`src/rtl/pc_update_unit.sv`:
```
// PC update unit: next-PC selection, halt/misalign FSM, retirement counter.
// Optional taken-branch counter enabled by defining BRANCH_STATS_EN.
module pc_update_unit #(
    parameter logic [31:0] RESET_PC = 32'h0000_0000
) (
    input  logic        clk,
    input  logic        reset_n,
    input  logic        stall,
    input  logic        is_branch,
    input  logic        is_jal,
    input  logic        is_jalr,
    input  logic        alu_bcond,
    input  logic [31:0] alu_result,
    input  logic [31:0] imm,
    input  logic        is_ecall,
    input  logic        halt_cond,
    output logic [31:0] current_pc,
    output logic [31:0] pc_plus_4,
    output logic        is_halted,
    output logic        misalign_fault,
`ifdef BRANCH_STATS_EN
    output logic [31:0] taken_count,
`endif
    output logic [31:0] retired_count
);

    typedef enum logic [1:0] {
        RUN          = 2'd0,
        HALT_PENDING = 2'd1,
        HALTED       = 2'd2
    } state_t;

    state_t      r_state, w_state_nx;
    logic [31:0] r_pc, w_pc_nx;
    logic [31:0] r_retired, w_retired_nx;
    logic        r_fault, w_fault_nx;

    logic        w_taken;
    logic        w_halt_req;
    logic        w_nonseq;
    logic        w_misalign;
    logic        w_retire;
    logic [31:0] w_seq;
    logic [31:0] w_rel;
    logic [31:0] w_jalr_tgt;
    logic [31:0] w_target;

    assign w_taken    = is_branch & alu_bcond;
    assign w_halt_req = is_ecall & halt_cond;
    assign w_nonseq   = is_jalr | is_jal | w_taken;
    assign w_seq      = r_pc + 32'd4;
    assign w_rel      = r_pc + imm;
    assign w_jalr_tgt = alu_result & ~32'd1;

    always_comb begin
        w_target = w_seq;
        if (is_jalr)
            w_target = w_jalr_tgt;
        else if (is_jal || w_taken)
            w_target = w_rel;
    end

    assign w_misalign = w_nonseq & w_target[1];

    // ECALL halt outranks any control transfer in the same cycle
    always_comb begin
        w_state_nx   = r_state;
        w_pc_nx      = r_pc;
        w_retired_nx = r_retired;
        w_fault_nx   = r_fault;
        w_retire     = 1'b0;
        unique case (r_state)
            RUN: begin
                if (!stall) begin
                    if (w_halt_req) begin
                        w_retired_nx = r_retired + 32'd1;
                        w_state_nx   = HALT_PENDING;
                    end else if (w_misalign) begin
                        w_fault_nx = 1'b1;
                        w_state_nx = HALTED;
                    end else begin
                        w_pc_nx      = w_target;
                        w_retired_nx = r_retired + 32'd1;
                        w_retire     = 1'b1;
                    end
                end
            end
            HALT_PENDING: w_state_nx = HALTED;
            HALTED:       w_state_nx = HALTED;
            default:      w_state_nx = RUN;
        endcase
    end

    always_ff @(posedge clk or negedge reset_n) begin
        if (!reset_n) begin
            r_state   <= RUN;
            r_pc      <= RESET_PC;
            r_retired <= 32'd0;
            r_fault   <= 1'b0;
        end else begin
            r_state   <= w_state_nx;
            r_pc      <= w_pc_nx;
            r_retired <= w_retired_nx;
            r_fault   <= w_fault_nx;
        end
    end

`ifdef BRANCH_STATS_EN
    logic [31:0] r_taken;
    logic        w_count_taken;

    assign w_count_taken = w_retire & w_taken & ~is_jal & ~is_jalr;

    always_ff @(posedge clk or negedge reset_n) begin
        if (!reset_n)
            r_taken <= 32'd0;
        else if (w_count_taken)
            r_taken <= r_taken + 32'd1;
    end

    assign taken_count = r_taken;
`else
    logic w_unused;
    assign w_unused = w_retire;
`endif

    assign current_pc     = r_pc;
    assign pc_plus_4      = w_seq;
    assign is_halted      = (r_state == HALTED);
    assign misalign_fault = r_fault;
    assign retired_count  = r_retired;

endmodule

```
`config.mk`:
```
export PLATFORM = sky130hd
export DESIGN_NAME = pc_update_unit
export DESIGN_NICKNAME = d
export VERILOG_FILES = /design/src/rtl/pc_update_unit.sv
export SDC_FILE = /design/constraint.sdc
export NUM_CORES = 1
export LEC_CHECK = 0
export ABC_AREA = 0
export BUFFER_PORTS_ARGS = -buffer_cell sky130_fd_sc_hd__buf_2
export CORE_UTILIZATION = 57
export CTS_BUF_LIST = sky130_fd_sc_hd__clkbuf_4 sky130_fd_sc_hd__clkbuf_8 sky130_fd_sc_hd__clkbuf_16
export CTS_CLUSTER_SIZE = 10
export DETAILED_ROUTE_END_ITERATION = 10
export GPL_ROUTABILITY_DRIVEN = 0
export HOLD_SLACK_MARGIN = 0.02
export PLACE_DENSITY = 0.87
export SETUP_SLACK_MARGIN = 0.15
export SYNTH_ARGS = -nofsm -noshare
export SYNTH_HDL_FRONTEND = slang
export SYNTH_SLANG_ARGS = --single-unit
```
`constraint.sdc`:
```
create_clock -name clk -period 4.35 [get_ports clk]
set_input_delay 0.6525 -clock clk [delete_from_list [all_inputs] [get_ports clk]]
set_output_delay 0.6525 -clock clk [all_outputs]
set_load 0.01 [all_outputs]
```
Word level (Yosys, flattened, before mapping)
Cells that the tools add are included.

operators by class
  reduce and logical (&&, ||, !) cells = 7
  $add $sub $neg = 3
  equal/unequal tests = 5
  bitwise operators = 8
  muxes and demuxes = 8

operators with widths
  operator               number
  $mux 32                4
  $add 32x1->32 const B  1
  $add 32x3->32 const B  1
  $add 32x32->32         1
  $reduce_and 4->1       2
  $mux 2                 3
  $ne 2x2->1 const B     2
  $pmux 2 s2             1
  $and 1x1->1            3
  $ne 3x3->1 const B     1
  $not 1->1              3
  $reduce_and 3->1       1
  $eq 2x1->1 const B     1
  $eq 2x2->1 const B     1
  $logic_not 2->1        1
  $or 1x1->1             2
  $reduce_and 2->1       1
  $reduce_or 2->1        1
  $logic_or 1x1->1       1

word-level totals
  bits in registers = 67
  output and inout bits = 98
  input bits = 73
  logic and storage cells = 35

Longest topological paths before layout
Gate-level depths: netlist of the first run.

  depth in word-level cells = 9
  gate-level depth with buffers = 11
  depth with buffers taken out = 10

Least setup slack after synthesis of the first run
OpenSTA, ideal clock, no wires.

  kind = input to register
  start point = input port imm[0]
  end point = register r_pc[30], in the netlist current_pc[30]
  setup time = 0.136 ns
  stages = 10
  buffers on the path = 0
  data arrival time = 2.968 ns
  required time = 4.214 ns
  setup slack = 1.247 ns
  cell sequence = ha_1 -> fa_1 -> a21o_1 -> a221oi_2 -> o21a_1 -> a211oi_1 -> o31ai_1 -> nand3_1 -> a2111oi_0 -> nor3_1

between the ends
  word-level cells in the longest chain between the ends = 6

RTL lines
  element                            RTL line  text
  start, declared                    14        input logic [31:0] imm,
  $add 32x32->32 (*)                 52        assign w_rel = r_pc + imm;
  $mux 32 (*)                        59        else if (is_jal || w_taken)
  $mux 32 (*)                        57        if (is_jalr)
  $and 1x1->1                        63        assign w_misalign = w_nonseq & w_target[1];
  $not 1->1 (no source line)         --
  $reduce_and 4->1 (no source line)  --
  end signal, assigned               102       r_pc <= w_pc_nx;
  end, declared                      34        logic [31:0] r_pc, w_pc_nx;

Mark *: on every way between the ends. The rest lies on a longest branch, timed or not.
A chain may end at the register's enable or synchronous reset.

Worst setup path after layout of the first run
  start point = register r_pc[2], in the netlist current_pc[2]
  end point = output port pc_plus_4[28]

between the ends
  word-level cells in the longest chain between the ends = 1

RTL lines
  element        RTL line  text
  $add 32x3->32  51        assign w_seq = r_pc + 32'd4;
  end, declared  18        output logic [31:0] pc_plus_4,

No other way between the ends.

==> impl_metrics.py, run 1 <==
metrics = {
    "synthesis": {
        "synth-simple-area-share_pct": 21.3,
        "synth_area_mm2": 0.00561,
        "synth_edf_count": 0,
        "xor_xnor_share_of_the_synthesized_area_pct": 12.3,
        "synth_top_area_share_pct": 29.9,
        "ys_types": 71,
        "synth.yosys.warnings": 0,
        "postSynthAreaPerCell_um2": 8.20,
        "synth_largest_area_cell": "sky130_fd_sc_hd__dfrtp_1",
        "synth_compound_gate_area_share_pct": 23.1,
        "synth-async-reset-ratio_pct": 100,
        "synth_top_flop_cell": "sky130_fd_sc_hd__dfrtp_1",
        "synthesis.instances": 685,
        "synth_top_cells_by_area": "sky130_fd_sc_hd__dfrtp_1 30%, sky130_fd_sc_hd__xnor2_1 8.3%, sky130_fd_sc_hd__ha_1 8.0%",
        "muxShareOfSynthArea_pct": 1.18,
        "yosys.cell_count.top_type": "sky130_fd_sc_hd__nand2_1",
        "number_of_nets_in_the_synthesized_netlist": 795,
        "synth.cells.most_frequent": "85 x sky130_fd_sc_hd__nand2_1, 67 x sky130_fd_sc_hd__dfrtp_1, 60 x sky130_fd_sc_hd__o21ai_0",
        "sequential_area_share_after_synthesis_pct": 29.9,
        "synth-adder-area-share_pct": 8.38,
        "yosys_register_bits": 67,
        "synth_top_family_by_area": "compound AO/OA/AOI/OAI gates",
    },
    "global_route": {
        "groute.usage.overall_pct": 33.3,
        "total_grt_overflow": 0,
        "antenna_found_initial": 0,
        "grt_pass1_vias": 5615,
        "global_route_wire_length_before_repair_um": 26900,
        "grt_start_max_net_pins": 35,
    },
    "run_status": {
        "run_status": "finished clean",
    },
    "route": {
        "initialDrtViolationCount": 330,
        "drt_drc_violations_left": 0,
        "firstDrtPassIters": 5,
        "wl_um": 17000,
        "post_drt_wl_per_cell_um": 17.5,
        "drt-vias-per-instance": 6.22,
        "ant_nets": 0,
        "routed-via-count": 6051,
    },
    "pwr": {
        "static-leakage-power_nw": 3.34,
        "report.power.total_w": 0.00412,
        "power_density_mw_per_mm2": 611,
        "worst_ir_drop_vdd_mv": 0.338,
    },
    "clock_tree": {
        "tritoncts": "done",
        "cts_buffers": 9,
        "hold_buffers": 0,
        "cts.reportedPaths.clkPinSlew_ns": 0.10,
        "clockBufferDepth": 2,
        "post_cts_buffers": 0,
        "cts_resized": 0,
        "clock_tree.root_cell": "sky130_fd_sc_hd__clkbuf_8",
        "insertion_delay_ns": 0.36,
        "num_clock_sinks": 67,
        "clock_tree.htree_level_count": 3,
    },
    "timing": {
        "clock-skew-final_ns": 0.0184,
        "setup_violations": 0,
        "drv_slew": 0,
        "rsz0062_at_grt": "false",
        "timing.setup.tns_ns": 0,
        "max_freq_ghz": 0.287,
        "hold_violations": 0,
        "layout_min_cycle_time_ns": 3.48,
        "layout_worst_path_cycle_share_pct": 80.1,
        "max_slew_margin_pct": 45.7,
        "worst_pin_slew_ns": 0.815,
    },
    "final_layout": {
        "insertedDiodeCount": 0,
        "syn2layout_area_growth_pct": 20.1,
        "area_occupied_by_multi_input_gates_mm2": 0.00372,
        "finish.net_count": 949,
        "area.sequential_mm2": 0.00168,
        "layout-drive-gt1-share_pct": 24.6,
        "num-fill-cells": 762,
    },
    "placement": {
        "place.detailed.hpwl_um": 12800,
        "placement.io_buffers": 169,
    },
    "worst_setup_path": {
        "timing.critical_path.to_type": "primary output",
        "cp.arrival_ns": 2.83,
        "setup.worst_path.start_class": "flop",
        "critPathKind": "reg2out",
        "worstPathMaxFanout": 8,
        "critical_path_data_required_time_ns": 3.70,
    },
    "flow_run": {
        "drv.max_cap_violation_count": 0,
    },
    "floorplan": {
        "dieArea_mm2": 0.0103,
        "row_count": 35,
        "core-area_mm2": 0.00937,
        "io-pin-count": 171,
        "die_w_um": 101,
        "floorplan.die.height_um": 101,
        "initial_cell_density_of_the_core_pct": 59.9,
    },
    "worst_hold_path": {
        "hp-class": "in2async",
    },
}
cells in the final DEF, fill, tap and decap left out, types with 7 or more instances in the layout:
master / synthesis / final
sky130_fd_sc_hd__buf_2: 3 / 169
sky130_fd_sc_hd__nand2_1: 85 / 85
sky130_fd_sc_hd__dfrtp_1: 67 / 67
sky130_fd_sc_hd__o21ai_0: 60 / 60
sky130_fd_sc_hd__xnor2_1: 53 / 53
sky130_fd_sc_hd__nor2_1: 50 / 50
sky130_fd_sc_hd__a21oi_1: 44 / 44
sky130_fd_sc_hd__ha_1: 36 / 36
sky130_fd_sc_hd__nand3_1: 32 / 32
sky130_fd_sc_hd__xor2_1: 26 / 26
sky130_fd_sc_hd__inv_1: 18 / 18
sky130_fd_sc_hd__nand4_1: 17 / 17
sky130_fd_sc_hd__and3_1: 17 / 17
sky130_fd_sc_hd__a21o_1: 17 / 17
sky130_fd_sc_hd__clkbuf_8: 0 / 9
sky130_fd_sc_hd__o21a_1: 8 / 8
sky130_fd_sc_hd__buf_4: 2 / 8
sky130_fd_sc_hd__nor3_1: 7 / 7
sky130_fd_sc_hd__a211oi_1: 7 / 7
sky130_fd_sc_hd__o221ai_1: 7 / 7
through the flow:
step	setup WS [ns]	hold WS, ns	cell area, um^2	util, %	instances
2_1_floorplan	1.25	0.357	5610	-	685
3_3_place_gp	0.851	0.454	6540	69.7	957
3_5_place_dp	0.670	0.453	6540	69.7	957
4_1_cts	0.911	0.395	6740	72.0	973
5_1_grt	0.738	0.437	6740	72.0	973
6_report	0.867	0.380	6740	72.0	973
area by class of cell:
type	count	area share, %
Clock buffer	9	1.84
Clock inverter	7	1.26
Inverter	18	1.00
Multi-Input combinational cell	566	55.2
Sequential cell	67	24.9
Tap cell	129	2.39
Timing Repair Buffer	177	13.4
flip-flops by register name, summed over array words and instances, names as in the netlist:
register        cells
misalign_fault      1
r_state             2
retired_count      32
current_pc         32
routing by layer:
| metal | vias up | share of wire [%] | global-route usage (%) |
|---|---|---|---|
| met1 | 2852 | 40 | 43.1 |
| met2 | 361 | 48 | 55.8 |
| met4 | 0 | 2.1 | 12.4 |
| li1 | 2793 | - | - |
| met3 | 45 | 9.2 | 5.80 |
| met5 | - | 0 | 0 |
cells by family (layout without fill, tap and decap cells):
kind of cell	after synthesis	in the layout
AOI/OAI and AO/OA	199	199
xor gates and xnor gates	79	79
adders and majority gates	37	37
buffers and inverters	52	211
DFF	67	67
muxes	6	6
and+or+nand+nor	245	245
critical path: stages, from the launching register on:
cell	delay, ns
sky130_fd_sc_hd__dfrtp_1	0.48
sky130_fd_sc_hd__ha_1	0.26
sky130_fd_sc_hd__and4_1	0.27
sky130_fd_sc_hd__nor3b_2	0.17
sky130_fd_sc_hd__buf_4	0.19
sky130_fd_sc_hd__and4_1	0.38
sky130_fd_sc_hd__nand2_1	0.09
sky130_fd_sc_hd__nor2_1	0.28
sky130_fd_sc_hd__xor2_1	0.19
sky130_fd_sc_hd__buf_2	0.15
power by group:
part,internal (W),leakage (nW),switching [W]
Sequential,0.000788,0.863,0.000316
Combinational,0.00104,2.37,0.00140
Clock,0.000276,0.106,0.000296
Total,0.00210,3.34,0.00201
worst paths after layout:
| check | startpoint | end | slack (ns) | depth (start not counted) |
|---|---|---|---|---|
| max | current_pc[2] | pc_plus_4[28] | 0.87 | 9 |
| min | reset_n | retired_count[31] | 0.38 | 1 |
| max reg2reg | current_pc[0] | current_pc[30] | 0.94 | 10 |
| min reg2reg | retired_count[31] | retired_count[31] | 0.47 | 1 |
| max in group asynchronous | reset_n | current_pc[17] | 3.00 | 2 |
| min in group clk | retired_count[31] | retired_count[31] | 0.47 | 1 |
Note: power is estimated with default switching activity, not from simulation.
==> inputs of run 2 (changes only) <==
--- a/config.mk
+++ b/config.mk
@@ -7,13 +7,13 @@
 export LEC_CHECK = 0
 export ABC_AREA = 0
 export BUFFER_PORTS_ARGS = -buffer_cell sky130_fd_sc_hd__buf_2
-export CORE_UTILIZATION = 57
+export CORE_UTILIZATION = 48
 export CTS_BUF_LIST = sky130_fd_sc_hd__clkbuf_4 sky130_fd_sc_hd__clkbuf_8 sky130_fd_sc_hd__clkbuf_16
 export CTS_CLUSTER_SIZE = 10
 export DETAILED_ROUTE_END_ITERATION = 10
 export GPL_ROUTABILITY_DRIVEN = 0
 export HOLD_SLACK_MARGIN = 0.02
-export PLACE_DENSITY = 0.87
+export PLACE_DENSITY = 0.78
 export SETUP_SLACK_MARGIN = 0.15
 export SYNTH_ARGS = -nofsm -noshare
 export SYNTH_HDL_FRONTEND = slang
==> constraint.sdc (replaced) <==
create_clock -name clk -period 2.95 [get_ports clk]
set_input_delay 0.4425 -clock clk [delete_from_list [all_inputs] [get_ports clk]]
set_output_delay 0.4425 -clock clk [all_outputs]
set_load 0.01 [all_outputs]
==> run 2 against run 1 <==
- sequential power is 35% higher
- setup slack worse by 0.77 ns
- combinational power is 84% higher
- register-to-register slack worse by 0.78 ns
- wire length is 3.4% higher
- design area is 15% higher
- sequential share of layout area is 3.2 points lower
- worst hold slack worse by 0.26 ns
- critical endpoint is now pc_plus_4[27]
- largest cell class unchanged
- highest routed layer unchanged
==> impl_metrics.py, run 2 (synthesized netlist as in run 1, its figures left out) <==
metrics = {
    "route": {
        "ant_nets": 0,
        "initialDrtViolationCount": 387,
        "post_drt_wl_per_cell_um": 16.4,
        "wl_um": 17600,
        "routed-via-count": 6199,
        "firstDrtPassIters": 5,
        "drt_drc_violations_left": 0,
        "drt-vias-per-instance": 5.79,
    },
    "floorplan": {
        "floorplan.die.height_um": 110,
        "row_count": 39,
        "core-area_mm2": 0.0114,
        "die_w_um": 110,
        "initial_cell_density_of_the_core_pct": 49.2,
        "dieArea_mm2": 0.0121,
        "io-pin-count": 171,
    },
    "global_route": {
        "total_grt_overflow": 0,
        "grt_pass1_vias": 5580,
        "grt_start_max_net_pins": 43,
        "groute.usage.overall_pct": 28.2,
        "global_route_wire_length_before_repair_um": 26500,
        "antenna_found_initial": 0,
    },
    "worst_setup_path": {
        "critPathKind": "reg2out",
        "timing.critical_path.to_type": "primary output",
        "setup.worst_path.start_class": "flop",
        "worstPathMaxFanout": 7,
        "cp.arrival_ns": 2.41,
        "critical_path_data_required_time_ns": 2.51,
    },
    "timing": {
        "worst_pin_slew_ns": 0.626,
        "layout_worst_path_cycle_share_pct": 96.5,
        "hold_violations": 0,
        "layout_min_cycle_time_ns": 2.85,
        "max_freq_ghz": 0.351,
        "max_slew_margin_pct": 58.3,
        "clock-skew-final_ns": 0.00707,
        "rsz0062_at_grt": "true",
        "drv_slew": 0,
        "timing.setup.tns_ns": 0,
        "setup_violations": 0,
    },
    "placement": {
        "placement.io_buffers": 169,
        "place.detailed.hpwl_um": 13200,
    },
    "clock_tree": {
        "clock_tree.root_cell": "sky130_fd_sc_hd__clkbuf_16",
        "num_clock_sinks": 67,
        "cts.reportedPaths.clkPinSlew_ns": 0.06,
        "clock_tree.htree_level_count": 3,
        "insertion_delay_ns": 0.33,
        "hold_buffers": 0,
        "tritoncts": "done",
        "cts_buffers": 9,
        "clockBufferDepth": 2,
    },
    "final_layout": {
        "insertedDiodeCount": 0,
        "utilization_pct": 67.9,
        "area_occupied_by_multi_input_gates_mm2": 0.00399,
        "layout-drive-gt1-share_pct": 35.8,
        "finish.net_count": 1032,
        "syn2layout_area_growth_pct": 38.1,
        "num-fill-cells": 960,
        "layout_common_cells": "169 x sky130_fd_sc_hd__buf_2, 85 x sky130_fd_sc_hd__buf_4, 83 x sky130_fd_sc_hd__nand2_1, 62 x sky130_fd_sc_hd__dfrtp_1, 56 x sky130_fd_sc_hd__o21ai_0",
        "area.sequential_mm2": 0.00168,
        "commonest_non_fill_non_tap_cell_in_the_layout": "sky130_fd_sc_hd__buf_2",
    },
    "pwr": {
        "worst_ir_drop_vdd_mv": 0.495,
        "power_density_mw_per_mm2": 902,
        "static-leakage-power_nw": 3.81,
    },
    "flow_run": {
        "drv.max_cap_violation_count": 0,
    },
    "run_status": {
        "run_status": "finished clean",
    },
    "worst_hold_path": {
        "hp-class": "in2async",
    },
}
-- run 2: cell types whose count changed in the layout (fill, tap and decap cells not counted), sizes merged --
cell,change
buf,+83
clkinvlp,+3
inv,-2
bufinv,-1
clkbuf,+1
clkinv,-1
-- run 2: what timing repair did --
action / 4_1_cts / 5_1_grt
setup buffers: 5 / 18
pin swaps: 4 / 24
resized for setup: 14 / 42
setup endpoints to repair: 13 / 25
-- run 2: through the flow --
step           area (um^2)  worst slack (ns)  hold slack [ns]  power [W]  std cells
3_3_place_gp          7050           -0.0421            0.449    0.00548       1031
5_1_grt               7750           0.00624            0.167    0.00754       1070
3_5_place_dp          7050           -0.0882            0.451    0.00554       1031
4_1_cts               7400             0.109            0.130    0.00667       1052
2_1_floorplan         5650             0.145            0.147    0.00406        685
6_report              7750             0.102            0.120    0.00700       1070
-- run 2: final timing paths --
check                           depth (start not counted)                 to  slack, ns               from
worst max-delay path                                    9      pc_plus_4[27]       0.10      current_pc[8]
worst min-delay path                                    1   retired_count[4]       0.12            reset_n
worst max register to register                          9     current_pc[29]       0.16     current_pc[18]
worst min register to register                          1  retired_count[31]       0.46  retired_count[31]
max in group asynchronous                               2      current_pc[1]       2.18            reset_n
min in group clk                                        3     current_pc[23]       0.37     alu_result[23]
-- run 2: cell type report --
class                           count  share of cell area (%)
Clock buffer                       10                    3.00
Clock inverter                      6                   0.533
Inverter                           18                   0.872
Multi-Input combinational cell    566                    51.5
Sequential cell                    67                    21.7
Tap cell                          143                    2.31
Timing Repair Buffer              260                    20.1
-- run 2: worst max-delay path: stages (launching register included) --
cell and delay [ns]:
sky130_fd_sc_hd__dfrtp_1 0.40, sky130_fd_sc_hd__buf_6 0.13, sky130_fd_sc_hd__nand4_1 0.22, sky130_fd_sc_hd__nor4_2 0.23, sky130_fd_sc_hd__buf_4 0.21, sky130_fd_sc_hd__and3_4 0.21, sky130_fd_sc_hd__nand3_4 0.17, sky130_fd_sc_hd__nor2_4 0.16
sky130_fd_sc_hd__xor2_1 0.17, sky130_fd_sc_hd__buf_2 0.16
-- run 2: where the power goes --
group          switching, W  internal [W]  leakage, nW
sequential         0.000323       0.00117        0.856
combinational       0.00238       0.00211         2.83
clock              0.000441      0.000578        0.128
total               0.00314       0.00385         3.81
-- run 2: layer usage --
| metal | vias to the layer above | part of all wire [%] | track usage [%] |
|---|---|---|---|
| met1 | 2942 | 43 | 37.6 |
| met5 | - | 0 | 0 |
| met2 | 267 | 48 | 46.6 |
| li1 | 2960 | - | - |
| met4 | 0 | 1.5 | 8.27 |
| met3 | 30 | 7.7 | 5.00 |
==> inputs of run 3 (changes only) <==
--- a/config.mk
+++ b/config.mk
@@ -7,13 +7,14 @@
 export LEC_CHECK = 0
 export ABC_AREA = 0
 export BUFFER_PORTS_ARGS = -buffer_cell sky130_fd_sc_hd__buf_2
-export CORE_UTILIZATION = 48
+export CORE_UTILIZATION = 45
 export CTS_BUF_LIST = sky130_fd_sc_hd__clkbuf_4 sky130_fd_sc_hd__clkbuf_8 sky130_fd_sc_hd__clkbuf_16
+export CTS_CLUSTER_DIAMETER = 60
 export CTS_CLUSTER_SIZE = 10
 export DETAILED_ROUTE_END_ITERATION = 10
 export GPL_ROUTABILITY_DRIVEN = 0
 export HOLD_SLACK_MARGIN = 0.02
-export PLACE_DENSITY = 0.78
+export PLACE_DENSITY = 0.74
 export SETUP_SLACK_MARGIN = 0.15
 export SYNTH_ARGS = -nofsm -noshare
 export SYNTH_HDL_FRONTEND = slang
==> run 3 against run 2 <==
- total power up 2.5%
- die area increased by 6.5%
- final cell count up 2.1%
- clock skew grew 0.0011 ns
- setup slack better by 0.053 ns
- combinational power up 2%
- via count down 0.97%
- wire length rose by 4.2%
- count of clock-buffer cells in the layout unchanged
- design area up 1.5%
- clock power is 4% higher
- largest cell class unchanged
==> impl_metrics.py, run 3 (synthesized netlist as in run 1, its figures left out) <==
metrics = {
    "timing": {
        "setup_violations": 0,
        "max_freq_ghz": 0.358,
        "drv_slew": 0,
        "rsz0062_at_grt": "true",
        "timing.setup.tns_ns": 0,
        "worst_pin_slew_ns": 0.642,
        "hold_violations": 0,
        "max_slew_margin_pct": 56.7,
        "clock-skew-final_ns": 0.00814,
        "layout_worst_path_cycle_share_pct": 94.8,
        "layout_min_cycle_time_ns": 2.80,
    },
    "pwr": {
        "power_density_mw_per_mm2": 911,
        "static-leakage-power_nw": 3.78,
        "worst_ir_drop_vdd_mv": 0.471,
    },
    "global_route": {
        "grt_start_max_net_pins": 28,
        "groute.usage.overall_pct": 28.1,
        "global_route_wire_length_before_repair_um": 28600,
        "total_grt_overflow": 0,
        "antenna_found_initial": 0,
        "grt_pass1_vias": 5767,
    },
    "clock_tree": {
        "cts.reportedPaths.clkPinSlew_ns": 0.06,
        "hold_buffers": 0,
        "tritoncts": "done",
        "clock_tree.root_cell": "sky130_fd_sc_hd__clkbuf_16",
        "num_clock_sinks": 67,
        "clock_tree.htree_level_count": 3,
        "cts_buffers": 9,
        "insertion_delay_ns": 0.34,
        "clockBufferDepth": 2,
    },
    "final_layout": {
        "layout_common_cells": "169 x sky130_fd_sc_hd__buf_2, 84 x sky130_fd_sc_hd__nand2_1, 83 x sky130_fd_sc_hd__buf_4, 59 x sky130_fd_sc_hd__dfrtp_1, 56 x sky130_fd_sc_hd__o21ai_0",
        "commonest_non_fill_non_tap_cell_in_the_layout": "sky130_fd_sc_hd__buf_2",
        "layout-drive-gt1-share_pct": 36.8,
        "insertedDiodeCount": 0,
        "area_occupied_by_multi_input_gates_mm2": 0.00407,
        "finish.net_count": 1030,
        "utilization_pct": 65.3,
        "num-fill-cells": 1059,
        "area.sequential_mm2": 0.00169,
        "syn2layout_area_growth_pct": 40.2,
    },
    "run_status": {
        "run_status": "finished clean",
    },
    "route": {
        "initialDrtViolationCount": 385,
        "ant_nets": 0,
        "firstDrtPassIters": 5,
        "wl_um": 18300,
        "drt_drc_violations_left": 0,
        "routed-via-count": 6139,
        "post_drt_wl_per_cell_um": 16.8,
        "drt-vias-per-instance": 5.62,
    },
    "floorplan": {
        "row_count": 40,
        "die_w_um": 114,
        "initial_cell_density_of_the_core_pct": 46.5,
        "dieArea_mm2": 0.0129,
        "floorplan.die.height_um": 114,
        "core-area_mm2": 0.0121,
        "io-pin-count": 171,
    },
    "worst_setup_path": {
        "rr_worst_depth": 10,
        "timing.reg2reg.setup_slack_ns": 0.15,
        "worstPathMaxFanout": 3,
        "setup.worst_path.start_class": "flop",
        "critPathKind": "reg2reg",
        "timing.critical_path.to_type": "flop",
        "critical_path_data_required_time_ns": 3.21,
        "cp.arrival_ns": 3.06,
    },
    "placement": {
        "placement.io_buffers": 169,
        "place.detailed.hpwl_um": 13300,
    },
    "flow_run": {
        "drv.max_cap_violation_count": 0,
    },
    "worst_hold_path": {
        "hp-class": "in2async",
    },
}
run 3: cell count changes in the layout (fill, tap and decap cells not counted), sizes merged:
| cell | delta |
|---|---|
| buf | -2 |
| clkinv | -1 |
| inv | +1 |
run 3: layout make-up:
class,instances,share of cell area [%]
multi-input combinational,566,51.6
timing repair buffer,258,19.7
tap,168,2.67
clock inverter,6,0.620
sequential,67,21.4
clock buffer,10,3.04
inverter,18,0.858
run 3: per-layer routing:
metal,vias up,track usage [%],wire length (um)
met5,-,0,0
met4,0,9.74,316
li1,2966,-,-
met1,2909,37.7,8080
met2,235,46.8,8840
met3,29,3.45,1080
run 3: report_power, final:
group          internal [W]  switching (W)
Combinational       0.00216        0.00243
Sequential          0.00117       0.000355
Clock              0.000599       0.000458
run 3: repair_timing:
| item | in CTS | in global routing |
|---|---|---|
| setup endpoints to repair | 15 | 23 |
| hold endpoints to repair | 0 | 0 |
| resized for setup | 26 | 41 |
| setup buffers | 9 | 12 |
| pin swaps | 6 | 29 |
run 3: final timing paths:
path                                endpoint               from
max in group asynchronous      current_pc[1]            reset_n
setup / recovery              current_pc[23]      current_pc[1]
hold / removal             retired_count[18]            reset_n
min in group clk              current_pc[23]     alu_result[23]
setup reg to reg              current_pc[23]      current_pc[1]
hold reg to reg            retired_count[25]  retired_count[25]
run 3: worst max-delay path, stage by stage (launching register included):
cell and delay [ns]:
sky130_fd_sc_hd__dfrtp_2 0.44, sky130_fd_sc_hd__ha_4 0.25, sky130_fd_sc_hd__a21oi_4 0.14, sky130_fd_sc_hd__and4b_1 0.24, sky130_fd_sc_hd__o2111a_1 0.26, sky130_fd_sc_hd__or3_4 0.42, sky130_fd_sc_hd__o31ai_4 0.34, sky130_fd_sc_hd__buf_4 0.17
sky130_fd_sc_hd__xor2_1 0.06, sky130_fd_sc_hd__a211o_1 0.26, sky130_fd_sc_hd__a31oi_1 0.15
run 3: metrics by stage:
step / setup slack [ns] / cells / area, um^2 / power [W] / hold WS, ns
floorplan: 0.145 / 685 / 5650 / 0.00406 / 0.147
global placement: -0.0379 / 1056 / 7090 / 0.00552 / 0.445
detailed placement: -0.0547 / 1056 / 7090 / 0.00557 / 0.450
CTS: 0.148 / 1081 / 7540 / 0.00679 / 0.0830
global route: 0.0616 / 1093 / 7870 / 0.00769 / 0.112
finish: 0.155 / 1093 / 7870 / 0.00717 / 0.0816
